**src/rtl/lsu.sv**
```systemverilog
// ============================================================================
// lsu : memory-access stage; one bus transaction per instruction, load format
// Rev 1.0
// ============================================================================
`default_nettype none

module lsu #(
    parameter bit MISALIGN_CHECK = 1'b1
) (
    input  logic        clk,
    input  logic        rst_n,
    input  logic        in_valid,
    output logic        in_ready,
    input  logic [63:0] in_result,
    input  logic [63:0] in_wdata,
    input  logic [1:0]  in_memop,
    input  logic [1:0]  in_size,
    input  logic        in_unsigned,
    input  logic [4:0]  in_rd,
    output logic        dreq_valid,
    output logic        dreq_write,
    output logic [63:0] dreq_addr,
    output logic [7:0]  dreq_strobe,
    output logic [63:0] dreq_wdata,
    input  logic        dresp_ok,
    input  logic [63:0] dresp_rdata,
    output logic        out_valid,
    input  logic        out_ready,
    output logic [63:0] out_data,
    output logic [4:0]  out_rd,
    output logic        out_wen,
    output logic        out_misalign
);

    typedef enum logic [1:0] {
        IDLE = 2'd0,
        BUS  = 2'd1,
        DONE = 2'd2
    } state_t;

    state_t      state_q;
    logic [2:0]  lo_q;
    logic [1:0]  size_q;
    logic        uns_q;
    logic        dreq_valid_q;
    logic        dreq_write_q;
    logic [63:0] dreq_addr_q;
    logic [7:0]  dreq_strobe_q;
    logic [63:0] dreq_wdata_q;
    logic        out_valid_q;
    logic [63:0] out_data_q;
    logic [4:0]  out_rd_q;
    logic        out_wen_q;
    logic        out_misalign_q;

    logic        w_is_mem;
    logic        w_misalign;
    logic [7:0]  w_mask;
    logic [63:0] w_shifted;
    logic [63:0] w_load;

    assign in_ready = (state_q == IDLE);

    always_comb begin
        w_is_mem   = (in_memop == 2'd1) || (in_memop == 2'd2);
        w_misalign = 1'b0;
        w_mask     = 8'h01;
        case (in_size)
            2'd0: begin w_mask = 8'h01; w_misalign = 1'b0;                    end
            2'd1: begin w_mask = 8'h03; w_misalign = in_result[0];            end
            2'd2: begin w_mask = 8'h0F; w_misalign = |in_result[1:0];         end
            default: begin w_mask = 8'hFF; w_misalign = |in_result[2:0];      end
        endcase
    end

    // Response arrives as an aligned doubleword; bring the addressed lane to bit 0.
    always_comb begin
        w_shifted = dresp_rdata >> {lo_q, 3'b000};
        w_load    = w_shifted;
        case (size_q)
            2'd0: w_load = uns_q ? {56'd0, w_shifted[7:0]}
                                 : {{56{w_shifted[7]}}, w_shifted[7:0]};
            2'd1: w_load = uns_q ? {48'd0, w_shifted[15:0]}
                                 : {{48{w_shifted[15]}}, w_shifted[15:0]};
            2'd2: w_load = uns_q ? {32'd0, w_shifted[31:0]}
                                 : {{32{w_shifted[31]}}, w_shifted[31:0]};
            default: w_load = w_shifted;
        endcase
    end

    always_ff @(posedge clk) begin
        if (!rst_n) begin
            state_q        <= IDLE;
            lo_q           <= 3'd0;
            size_q         <= 2'd0;
            uns_q          <= 1'b0;
            dreq_valid_q   <= 1'b0;
            dreq_write_q   <= 1'b0;
            dreq_addr_q    <= 64'd0;
            dreq_strobe_q  <= 8'd0;
            dreq_wdata_q   <= 64'd0;
            out_valid_q    <= 1'b0;
            out_data_q     <= 64'd0;
            out_rd_q       <= 5'd0;
            out_wen_q      <= 1'b0;
            out_misalign_q <= 1'b0;
        end else begin
            case (state_q)
                IDLE: begin
                    if (in_valid) begin
                        lo_q     <= in_result[2:0];
                        size_q   <= in_size;
                        uns_q    <= in_unsigned;
                        out_rd_q <= in_rd;
                        if (!w_is_mem) begin
                            state_q        <= DONE;
                            out_valid_q    <= 1'b1;
                            out_data_q     <= in_result;
                            out_wen_q      <= 1'b1;
                            out_misalign_q <= 1'b0;
                        end else if (MISALIGN_CHECK && w_misalign) begin
                            state_q        <= DONE;
                            out_valid_q    <= 1'b1;
                            out_data_q     <= in_result;
                            out_wen_q      <= 1'b0;
                            out_misalign_q <= 1'b1;
                        end else begin
                            state_q        <= BUS;
                            dreq_valid_q   <= 1'b1;
                            dreq_write_q   <= (in_memop == 2'd2);
                            dreq_addr_q    <= {in_result[63:3], 3'b000};
                            dreq_strobe_q  <= w_mask << in_result[2:0];
                            dreq_wdata_q   <= in_wdata << {in_result[2:0], 3'b000};
                            out_misalign_q <= 1'b0;
                        end
                    end
                end
                BUS: begin
                    if (dresp_ok) begin
                        state_q      <= DONE;
                        dreq_valid_q <= 1'b0;
                        out_valid_q  <= 1'b1;
                        out_data_q   <= dreq_write_q ? 64'd0 : w_load;
                        out_wen_q    <= !dreq_write_q;
                    end
                end
                DONE: begin
                    if (out_ready) begin
                        state_q     <= IDLE;
                        out_valid_q <= 1'b0;
                    end
                end
                default: state_q <= IDLE;
            endcase
        end
    end

    assign dreq_valid   = dreq_valid_q;
    assign dreq_write   = dreq_write_q;
    assign dreq_addr    = dreq_addr_q;
    assign dreq_strobe  = dreq_strobe_q;
    assign dreq_wdata   = dreq_wdata_q;
    assign out_valid    = out_valid_q;
    assign out_data     = out_data_q;
    assign out_rd       = out_rd_q;
    assign out_wen      = out_wen_q;
    assign out_misalign = out_misalign_q;

endmodule

`default_nettype wire

```
**config.mk**
```make
export PLATFORM = sky130hd
export DESIGN_NAME = lsu
export DESIGN_NICKNAME = d
export VERILOG_FILES = /design/src/rtl/lsu.sv
export SDC_FILE = /design/constraint.sdc
export NUM_CORES = 1
export LEC_CHECK = 0
export CORE_AREA = 2 2 186 188
export CTS_BUF_LIST = sky130_fd_sc_hd__clkbuf_8
export DETAILED_ROUTE_END_ITERATION = 6
export DIE_AREA = 0 0 188 190
export GPL_TIMING_DRIVEN = 0
export HOLD_SLACK_MARGIN = 0.05
export PLACE_DENSITY = 0.65
export SYNTH_ARGS = -nofsm -noshare
export SYNTH_HDL_FRONTEND = slang
export SYNTH_SLANG_ARGS = --single-unit
```
**constraint.sdc**
```tcl
create_clock -name clk -period 4.1 [get_ports clk]
set_input_delay 0.82 -clock clk [delete_from_list [all_inputs] [get_ports clk]]
set_output_delay 0.82 -clock clk [all_outputs]
set_load 0.05 [all_outputs]
```
# Word-level counts from Yosys, hierarchy flattened
# Index checks and enable logic that the tools add are counted.
[classes] n_eq_ne=14 shifts=3 mux=36 n_bitwise=1 n_reduce_logical=15
[op_table] operator="$mux 64" n=8
[op_table] operator="$pmux 64 s3" n=1
[op_table] operator="$pmux 64 s2" n=1
[op_table] operator="$shl 64x6->64" n=1
[op_table] operator="$shr 64x6->64" n=1
[op_table] operator="$pmux 8 s3" n=1
[op_table] operator="$mux 1" n=15
[op_table] operator="$mux 2" n=5
[op_table] operator="$reduce_and 5->1" n=2
[op_table] operator="$eq 2x1->1 const B" n=4
[op_table] operator="$eq 2x2->1 const B" n=4
[op_table] operator="$ne 2x2->1 const B" n=4
[op_table] operator="$reduce_and 4->1" n=2
[op_table] operator="$shl 8x3->8" n=1
[op_table] operator="$logic_not 2->1" n=3
[op_table] operator="$pmux 1 s3" n=2
[op_table] operator="$pmux 2 s3" n=1
[op_table] operator="$pmux 1 s2" n=2
[op_table] operator="$ne 3x2->1 const B" n=1
[op_table] operator="$reduce_and 3->1" n=1
[op_table] operator="$reduce_bool 3->1" n=1
[op_table] operator="$reduce_or 3->1" n=1
[op_table] operator="$ne 2x1->1 const B" n=1
[op_table] operator="$reduce_and 2->1" n=1
[op_table] operator="5 further kinds" n=5
[totals] regBits=215 inputBits=207 out_inout_bits=211 elab_cells=83

# Logic depth before layout (Yosys ltp)
[depth] ltp_word=6 ltp_mapped=9 ltp_nobuf=7

# Worst setup path after synthesis
# OpenSTA, ideal clock, no wires.
[synth_path] kind="input to register" from="input in_result[0]" to="register dreq_wdata_q[36] (netlist: dreq_wdata[36])" setup_ps=132 t_arrival_ps=2296 required_ps=3968 slack_ps=1672 cell_stages=5 n_path_buf=2 cell_sequence="buf_2 buf_1 mux4_2 a221oi_1 nor3_1"
[synth_via] elab_chain_len=4 elab_cells_between_ends=6 classes_between="shift (1); mux (1); bitwise (1); reduce/logical (3)"
[synth_lines] element="start, declared" line="14" text="input logic [63:0] in_result,"
[synth_lines] element="branches (longest 4 deep; another with $shl 64x6->64)"
[synth_lines] element="end signal, assigned" line="133" text="dreq_wdata_q <= in_wdata << {in_result[2:0], 3'b000};"
[synth_lines] element="end, declared" line="49" text="logic [63:0] dreq_wdata_q;"
# Several ways; the timed one is not identified.
# A chain may end at the register's enable or synchronous reset.

# Final worst setup path
[layout_path] from="input in_memop[0]" to="register dreq_addr_q[21] (netlist: dreq_addr[21])"
[layout_via] elab_chain_len=3 elab_cells_between_ends=4 classes_between="eq/ne (2); reduce/logical (2)"
[layout_lines] element="start, declared" line="16" text="input logic [1:0] in_memop,"
[layout_lines] element="$eq 2x1->1 or $eq 2x2->1 (tied branches)" line="65" text="w_is_mem = (in_memop == 2'd1) || (in_memop == 2'd2);"
[layout_lines] element="$logic_or 1x1->1 (*)" line="65"
[layout_lines] element="$reduce_and 4->1 (no line) (*)"
[layout_lines] element="end signal, assigned" line="131" text="dreq_addr_q <= {in_result[63:3], 3'b000};"
[layout_lines] element="end, declared" line="47" text="logic [63:0] dreq_addr_q;"
# Every way passes the cells marked *; elsewhere a longest branch is shown, timed or not.

==> impl_metrics.tcl <==
set metrics [dict create \
    path_cells "clkdlybuf4s50_1, inv_1, ha_1, inv_1, o211ai_1, clkbuf_1, clkbuf_1, nand2_1, a21oi_1" \
    relSlewSlack_pct 5.46 \
    final_common_cell "clkdlybuf4s50_1" \
    drv_slew 0 \
    synth-main-ff-cell "dfxtp_1" \
    tns_ns 0 \
    synth.largest_area_cell "dfxtp_1" \
    worst_setup_path_end_kind "register" \
    post_cts_buffers 0 \
    place_hpwl_mm 51.1 \
    viasPerCell 5.90 \
    finalWirelength_mm 64.7 \
    setup_viol 0 \
    netlist_area_sq_um 12700 \
    dieHeight_um 190 \
    die_w_um 188 \
    root_buffer "clkbuf_8" \
    gp_congestion 0.993 \
    wl_per_cell_um 26.0 \
    skew_ns 0.0267 \
    final_cell_mix "clkdlybuf4s50_1 (411), nand2_1 (255), dfxtp_1 (215)" \
    worstSetupStartpointType "input port" \
    htreeDepth 2 \
    hold_viol 0 \
    clk_pin_slew_ns 0.06 \
    cts_resized 0 \
    fin_util_pct 53.9 \
    drc_errors 0 \
    max_stage_delay_ns 0.86 \
    grt_pass1_wl_mm 93.9 \
    arrival_ns 3.87 \
    layout-drive-gt1-share_pct 11.7 \
    critPathTopFamily "buffers and inverters" \
    dp_slack_ns 0.190 \
    leakagePower_nw 6.32 \
    worst_pin_slew_ns 1.42 \
    numCtsBuffers 42 \
    setup_ws_ns 0.720 \
    clock-sinks 215 \
    synth_top_area_share_pct 34.0 \
    finalCritPeriodShare_pct 82.4 \
    holdCritPathClass "reg2reg" \
    synth_cell_types 64 \
    finalCriticalPeriod_ns 3.38 \
    slowest_stage "clkbuf_1" \
    grt_max_degree 13 \
    ant_nets 0 \
    syn_inst 1535 \
    fmax_mhz 296 \
    grt_pass1_vias 14200 \
    rsz0062_at_grt "false" \
    syn_avg_cell_area_sq_um 8.25 \
    max-clock-path-buffers 3 \
    drtIter0Drc 1543 \
    overflow 0 \
    path_max_fanout 10 \
    cp.required_ns 4.59 \
    dieArea_sq_um 35700 \
    critPathBufInv 5 \
    status "finished clean" \
    antenna_found_initial 7 \
    area_delta_synth_final_pct 44.5 \
    fp.coreArea_sq_um 33900 \
    insertion_delay_ns 0.58 \
    peakVddDrop_v 0.000226 \
    cts_tree "done" \
    criticalPathCategory "in2reg" \
    yosys-top-cells-area "dfxtp_1 (34%), a21oi_1 (8.4%), mux4_2 (8.2%), nand2_1 (7.6%), mux2i_1 (6.1%)" \
    synth_seq_area_share_pct 34.0 \
    cts.hold.buffers_added 0 \
    rows 68 \
    finalNetCount 2200 \
    synth_edf_count 0 \
    drv_cap 0 \
    initial_core_util_pct 37.3 \
    ys_ff_latch 215 \
    ys.warnings.count 0 \
    ioPinCount 418 \
    synthArstFlopShare_pct 0 \
    vias 14700 \
    portBuffers 411 \
    power_density_nw_per_um2 386 \
    fillers 3154 \
    firstDrtPassIters 7 \
    track_usage_pct 35.0 \
]
-- layer usage --
layer	GRT usage, %	vias to the layer above	wire [um]
met5	0	-	0
met4	15.2	0	2860
met3	7.95	165	5640
met2	56.0	869	29300
met1	45.2	7092	26900
li1	-	6546	-
-- synthesized netlist by cell type (14+ instances only) --
library cell and n:
nand2_1 255, mux2i_1 77, nand3_1 62, clkbuf_1 97
a21oi_1 213, o211ai_1 39, a221oi_1 17, a311oi_1 17
dfxtp_1 215, mux4_2 46, o31ai_2 20, buf_2 36
nor2_1 95, nand2b_1 14, a21oi_2 21, nor3_1 17
o21ai_0 79, a211oi_1 34, o22ai_1 16
-- power breakdown --
part           leakage [nW]  total, mW  internal (mW)  switching [mW]
logic                  4.04       2.35          0.839            1.52
registers              1.75       2.33           2.24          0.0967
clock network         0.520       2.38           1.37            1.02
total                  6.32       7.07           4.44            2.63
-- cell families (layout without fill, tap and decap cells) --
logic type | Yosys count | in the layout | synth area share, %
and+or+nand+nor | 485 | 485 | 16.5
DFF | 215 | 215 | 34.0
buffers and inverters | 167 | 655 | 6.09
AOI/OAI and AO/OA | 531 | 531 | 28.0
muxes | 135 | 135 | 15.3
adders and majority gates | 1 | 1 | 0.0988
other | 1 | 9 | 0.0296
-- state kept, by name (all words and copies together) (netlist names), 2 cells and up --
name and count:
out_rd 5, dreq_wdata 64, state_q 2, lo_q 3, out_data 64, dreq_addr 61, size_q 2, dreq_strobe 8
-- worst reg2reg max path, stage by stage, from the launching register on --
cell and delay, ns:
dfxtp_1 0.30, clkbuf_1 0.19, nand3b_1 0.48, o211ai_1 0.39, clkbuf_1 0.60, clkbuf_1 0.49
nand3_1 0.17, o211ai_1 0.14, a21oi_1 0.06
-- metrics by stage --
step                      total power [mW]  instance area, sq um  instances  hold WS [ns]
after floorplan                       3.73                 12700       1537         0.498
after global routing                  7.29                 18300       2486         0.469
final                                 7.07                 18300       2486         0.455
after CTS                             7.05                 18300       2480         0.454
after global placement                4.67                 17300       2403         0.443
after detailed placement              4.68                 17300       2403         0.446
-- worst paths after layout --
check	slack, ns	end	cells past startpoint	from
setup reg to reg	1.19	out_data[26]	8	state_q[1]
hold / removal	0.46	dreq_addr[31]	2	dreq_addr[31]
hold reg to reg	0.46	dreq_addr[31]	2	dreq_addr[31]
setup / recovery	0.72	dreq_addr[21]	9	in_memop[0]
-- layout make-up --
class                           count  area (sq um)  area share [%]
Timing Repair Buffer              411          4110            22.5
Inverter                           10          37.5           0.205
Sequential cell                   215          4300            23.5
Tap cell                          455           569            3.11
Clock buffer                       53           729            3.99
Clock inverter                     24           203            1.11
Multi-Input combinational cell   1155          7590            41.5
Buffer                            157           733            4.01
Antenna cell                        6          15.0          0.0821
Power figures use the tool's default switching activity.
==> patch 1, RTL diff (same flow settings) <==
Reset style: asynchronous (`rst_n`), changed in one clocked block.
--- a/src/rtl/lsu.sv
+++ b/src/rtl/lsu.sv
@@ -88,7 +88,7 @@
         endcase
     end
 
-    always_ff @(posedge clk) begin
+    always_ff @(posedge clk or negedge rst_n) begin
         if (!rst_n) begin
             state_q        <= IDLE;
             lo_q           <= 3'd0;
Function: differs if rst_n is asserted again (counterexample within 4 cycles, from zero or initial values and one cycle with rst_n low); with rst_n held inactive, the same outputs for 4 cycles.
==> patch 1 against the original RTL <==
- wire length down 11%
- die area unchanged
- non-clock buffer count down 30
- worst setup slack worse by 0.45 ns
- sequential cell count unchanged
- synthesized area down 3.6%
- final area down 2.1%
- largest cell class unchanged
- highest routed layer unchanged
Power is not compared: it rests on default switching activity, and its combinational part moved more than twofold at a synthesized area within 25%.
==> patch 1: results (changes against the original RTL) <==
| Metric | Value |
|---|---|
| Outcome | finished, final reports clean (unchanged) |
| Gr usage total | 31.70% (was 34.95%) |
| Met3 GRT Util | 7.858% (was 7.951%) |
| Met3 WL post-DR | 5420 microns (was 5643 microns) |
| Cell variety after synth | 57 (was 64) |
| Global-route wire length before repair | 85600 microns (was 93930 microns) |
| M2 GR Usage | 47.02% (was 56.03%) |
| TritonCTS buffer count | 41 (was 42) |
| IO Port Bufs | 413 (was 411) |
| Met1 Use GR | 44.11% (was 45.16%) |
| Most used flip-flop cell after synthesis | dfrtp_1 (was dfxtp_1) |
| Synth top area cells | dfrtp_1 44%, nand2_1 12%, a21oi_1 6.5%, mux2i_1 5.3%, mux4_2 5.0% (was dfxtp_1 34%, a21oi_1 8.4%, mux4_2 8.2%, nand2_1 7.6%, mux2i_1 6.1%) |
| Final Non-Filler Cells | 2347 (was 2486) |
| Fill count | 3160 (was 3154) |
| Final setup skew | 0.01608 ns (was 0.02672 ns) |
| Final net count | 2066 (was 2200) |
| Max stage delay on crit path | 0.69 ns (was 0.86 ns) |
| Top cells by count, synth | 381 x nand2_1, 215 x dfrtp_1, 159 x a21oi_1 (was 255 x nand2_1, 215 x dfxtp_1, 213 x a21oi_1) |
| Initial antenna violation count | 6 (was 7) |
| Wl on met1 | 24540 microns (was 26940 microns) |
| CP Data Arrival Time | 4.32 ns (was 3.87 ns) |
| Vias per cell | 5.625 (was 5.902) |
| Share of cells above drive strength 1 | 8.903% (was 11.65%) |
| Routed wl met2 | 25290 microns (was 29310 microns) |
| Avg Cell Area, Syn | 8.720 sq um (was 8.246 sq um) |
| Routability cong. | 0.9921 (was 0.9931) |
| Total chip power | 14.82 mW |
| Seq/Total Area, Yosys | 44.10% (was 34.01%) |
| Dpl hpwl | 44660 microns (was 51090 microns) |
| Vias in the first global route | 13230 (was 14220) |
| Largest net degree at the start of global routing | 120 (was 13) |
| Worst slack, placed | -0.2722 ns (was 0.1896 ns) |
==> patch 1: cell count changes after synthesis, moves of 27 or more <==
cell and delta:
a21oi_1 -54, dfrtp_1 +215, dfxtp_1 -215, mux2_2 +32
nand2_1 +126, nand3_1 -34, o211ai_1 -28, o31ai_1 +27
==> patch 1: worst register-to-register path: stages (launching register included) <==
cell	delay, ns
dfrtp_1	0.35
buf_2	0.17
or3b_1	0.39
buf_2	0.19
nor2_1	0.35
clkbuf_1	0.69
clkbuf_1	0.60
nand2_1	0.24
nand2_1	0.11
==> patch 1: worst max path at each step <==
stage | slack (ns) | depth (start not counted) | from | endpoint
detailed placement | -0.27 | 10 | in_memop[0] | dreq_addr[14]$_DFFE_PN0P_
global placement | -7.11 | 1 | rst_n | dreq_addr[54]$_DFFE_PN0P_
finish | 0.27 | 10 | in_memop[0] | dreq_addr[14]$_DFFE_PN0P_
floorplan | 1.61 | 9 | in_memop[0] | dreq_strobe[4]$_DFFE_PN0P_
CTS | 0.33 | 10 | in_memop[0] | dreq_addr[14]$_DFFE_PN0P_
global route | 0.11 | 10 | in_memop[0] | dreq_addr[14]$_DFFE_PN0P_
==> patch 1: cells by family after synthesis <==
kind of cell	Yosys count	synth area share, %
flops	215	44.10
fa+ha+maj	1	0.1025
buf+inv	131	4.359
mux	133	14.10
compound gates	388	19.30
other cells	1	0.03074
simple gates	530	18.00
==> patch 1: final cells by class <==
type	count	area, sq um	area share [%]
plain buffers	124	505.5	2.822
well taps	455	569.3	3.178
diodes	5	12.51	0.06984
clock inverters	18	216.5	1.208
flip-flops and latches	215	5380	30.03
inverters	7	26.28	0.1467
repair buffers	414	4167	23.26
multi-input cells	1055	6295	35.14
clock buffers	54	743.2	4.149
==> patch 2, RTL diff (config.mk and constraints unchanged) <==
Made on the original files. Set the parameter `MISALIGN_CHECK` to 1'b0 (it was 1'b1).
--- a/src/rtl/lsu.sv
+++ b/src/rtl/lsu.sv
@@ -5,7 +5,7 @@
 `default_nettype none
 
 module lsu #(
-    parameter bit MISALIGN_CHECK = 1'b1
+    parameter bit MISALIGN_CHECK = 1'b0
 ) (
     input  logic        clk,
     input  logic        rst_n,
Formal check against the unedited RTL: not equivalent (Yosys sat finds a counterexample within 4 cycles, from zero or initial values and one cycle with rst_n low).
==> patch 2 against the original RTL <==
- worst setup slack better by 0.10 ns
- count of clock-buffer cells in the layout down 1
- core utilization down 4.0 points
- power down 3.7%
- global-route usage down 2.8 points
- final area down 7.4%
- synthesized area down 9.5%
- wire length down 8.0%
- sequential cell count down 1
- critical endpoint is now dreq_wdata[52]$_SDFFE_PN0P_
- largest cell class unchanged
- highest routed layer is now met5
==> patch 2: results (changes against the original RTL) <==
| Metric | Value |
|---|---|
| Outcome | finished, final reports clean (unchanged) |
| Final setup skew | 0.02117 ns (was 0.02672 ns) |
| CP max stage cell | buf_1 (was clkbuf_1) |
| Layout area overhead | 47.93% (was 44.54%) |
| Peak supply drop | 0.2316 mV (was 0.2255 mV) |
| Seq/Total Area, Yosys | 37.40% (was 34.01%) |
| Htree depth | 2 (unchanged) |
| Final net count | 2079 (was 2200) |
| Initial drt markers | 1216 (was 1543) |
| Final Instance Area | 0.01695 sq mm (was 0.01830 sq mm) |
| Dpl hpwl | 47250 microns (was 51090 microns) |
| Sw Share | 37.72% (was 37.18%) |
| Post-CTS sizing | 0 (unchanged) |
| Cell variety after synth | 58 (was 64) |
| Share of cells above drive strength 1 | 8.333% (was 11.65%) |
| Synth top area cells | dfxtp_1 37%, a21oi_1 7.6%, mux2i_1 7.2%, nand2_1 7.1%, o21ai_0 3.8% (was dfxtp_1 34%, a21oi_1 8.4%, mux4_2 8.2%, nand2_1 7.6%, mux2i_1 6.1%) |
| Pre-antenna DRT Iters | 6 (was 7) |
| Max stage delay on crit path | 0.68 ns (was 0.86 ns) |
| Setup slack after layout | 0.8240 ns (was 0.7196 ns) |
| Worst r2r dst | dreq_strobe[7]$_SDFFE_PN0P_ (was out_data[26]$_SDFFE_PN0P_) |
| Multi-input gate count | 1059 (was 1155) |
| Via Count | 13310 (was 14670) |
| TritonCTS buffer count | 40 (was 42) |
| Global-route wire length before repair | 86210 microns (was 93930 microns) |
| Final Non-Filler Cells | 2352 (was 2486) |
| Buffering overhead | 27.76% (was 26.49%) |
| Worst-Margin Slew | 1.227 ns (was 1.415 ns) |
| Non-clk bufs | 552 (was 568) |
| Leakage Power | 6.075 nW (was 6.316 nW) |
| FF+latch count | 214 (was 215) |
| Mapped Cells | 1417 (was 1535) |
| CLK BUF | 52 (was 53) |
| IO Port Bufs | 409 (was 411) |
| Dpl cell area | 0.01613 sq mm (was 0.01735 sq mm) |
| Antenna Diode Count | 1 (was 6) |
| Seq area share | 25.28% (was 23.53%) |
| Clk tree area frac | 4.800% (was 5.095%) |
| Top cells by count, synth | 216 x nand2_1, 214 x dfxtp_1, 174 x a21oi_1 (was 255 x nand2_1, 215 x dfxtp_1, 213 x a21oi_1) |
| Hold Worst Slack | 0.4530 ns (was 0.4552 ns) |
| Cells after DPL | 2284 (was 2403) |
| WL/cell | 25.33 microns (was 26.05 microns) |
| Skew-Pair Late Insertion Delay | 0.56 ns (was 0.58 ns) |
| Largest net degree at the start of global routing | 11 (was 13) |
| Initial antenna violation count | 4 (was 7) |
| Hold Path Sink | dreq_addr[30]$_SDFFE_PN0P_ (was dreq_addr[31]$_SDFFE_PN0P_) |
patch 2: cells by family (layout without fill, tap and decap cells):
family                   after synthesis  after routing  share of synthesized area (%)
buffers and inverters                147            623                          5.461
flip-flops                           214            214                          37.40
AO/OA/AOI/OAI                        483            483                          26.35
other                                  1              5                        0.03274
AND/OR/NAND/NOR                      440            440                          17.09
adder cells (fa/ha/maj)                1              1                         0.1092
multiplexers                         131            131                          13.56
patch 2: power by group through the flow:
stage	Clock (mW)	Combinational, mW	Sequential (mW)
floorplan	0	0.812	2.88
global placement	0	2.27	2.38
detailed placement	0	2.27	2.39
CTS	2.18	2.28	2.34
global route	2.27	2.41	2.36
finish	2.16	2.31	2.35
patch 2: routing by layer:
layer	wire, microns	global-route usage, %	up-vias
met2	27990	54.20	735
met4	2308	11.96	4
met5	26	0	-
met1	24070	40.06	6377
li1	-	-	6067
met3	5168	7.360	126
patch 2: critical path, delay by kind of cell:
family | cells | cell delay (ns)
buf+inv | 4 | 2.10
compound gates | 2 | 0.66
simple gates | 1 | 0.08
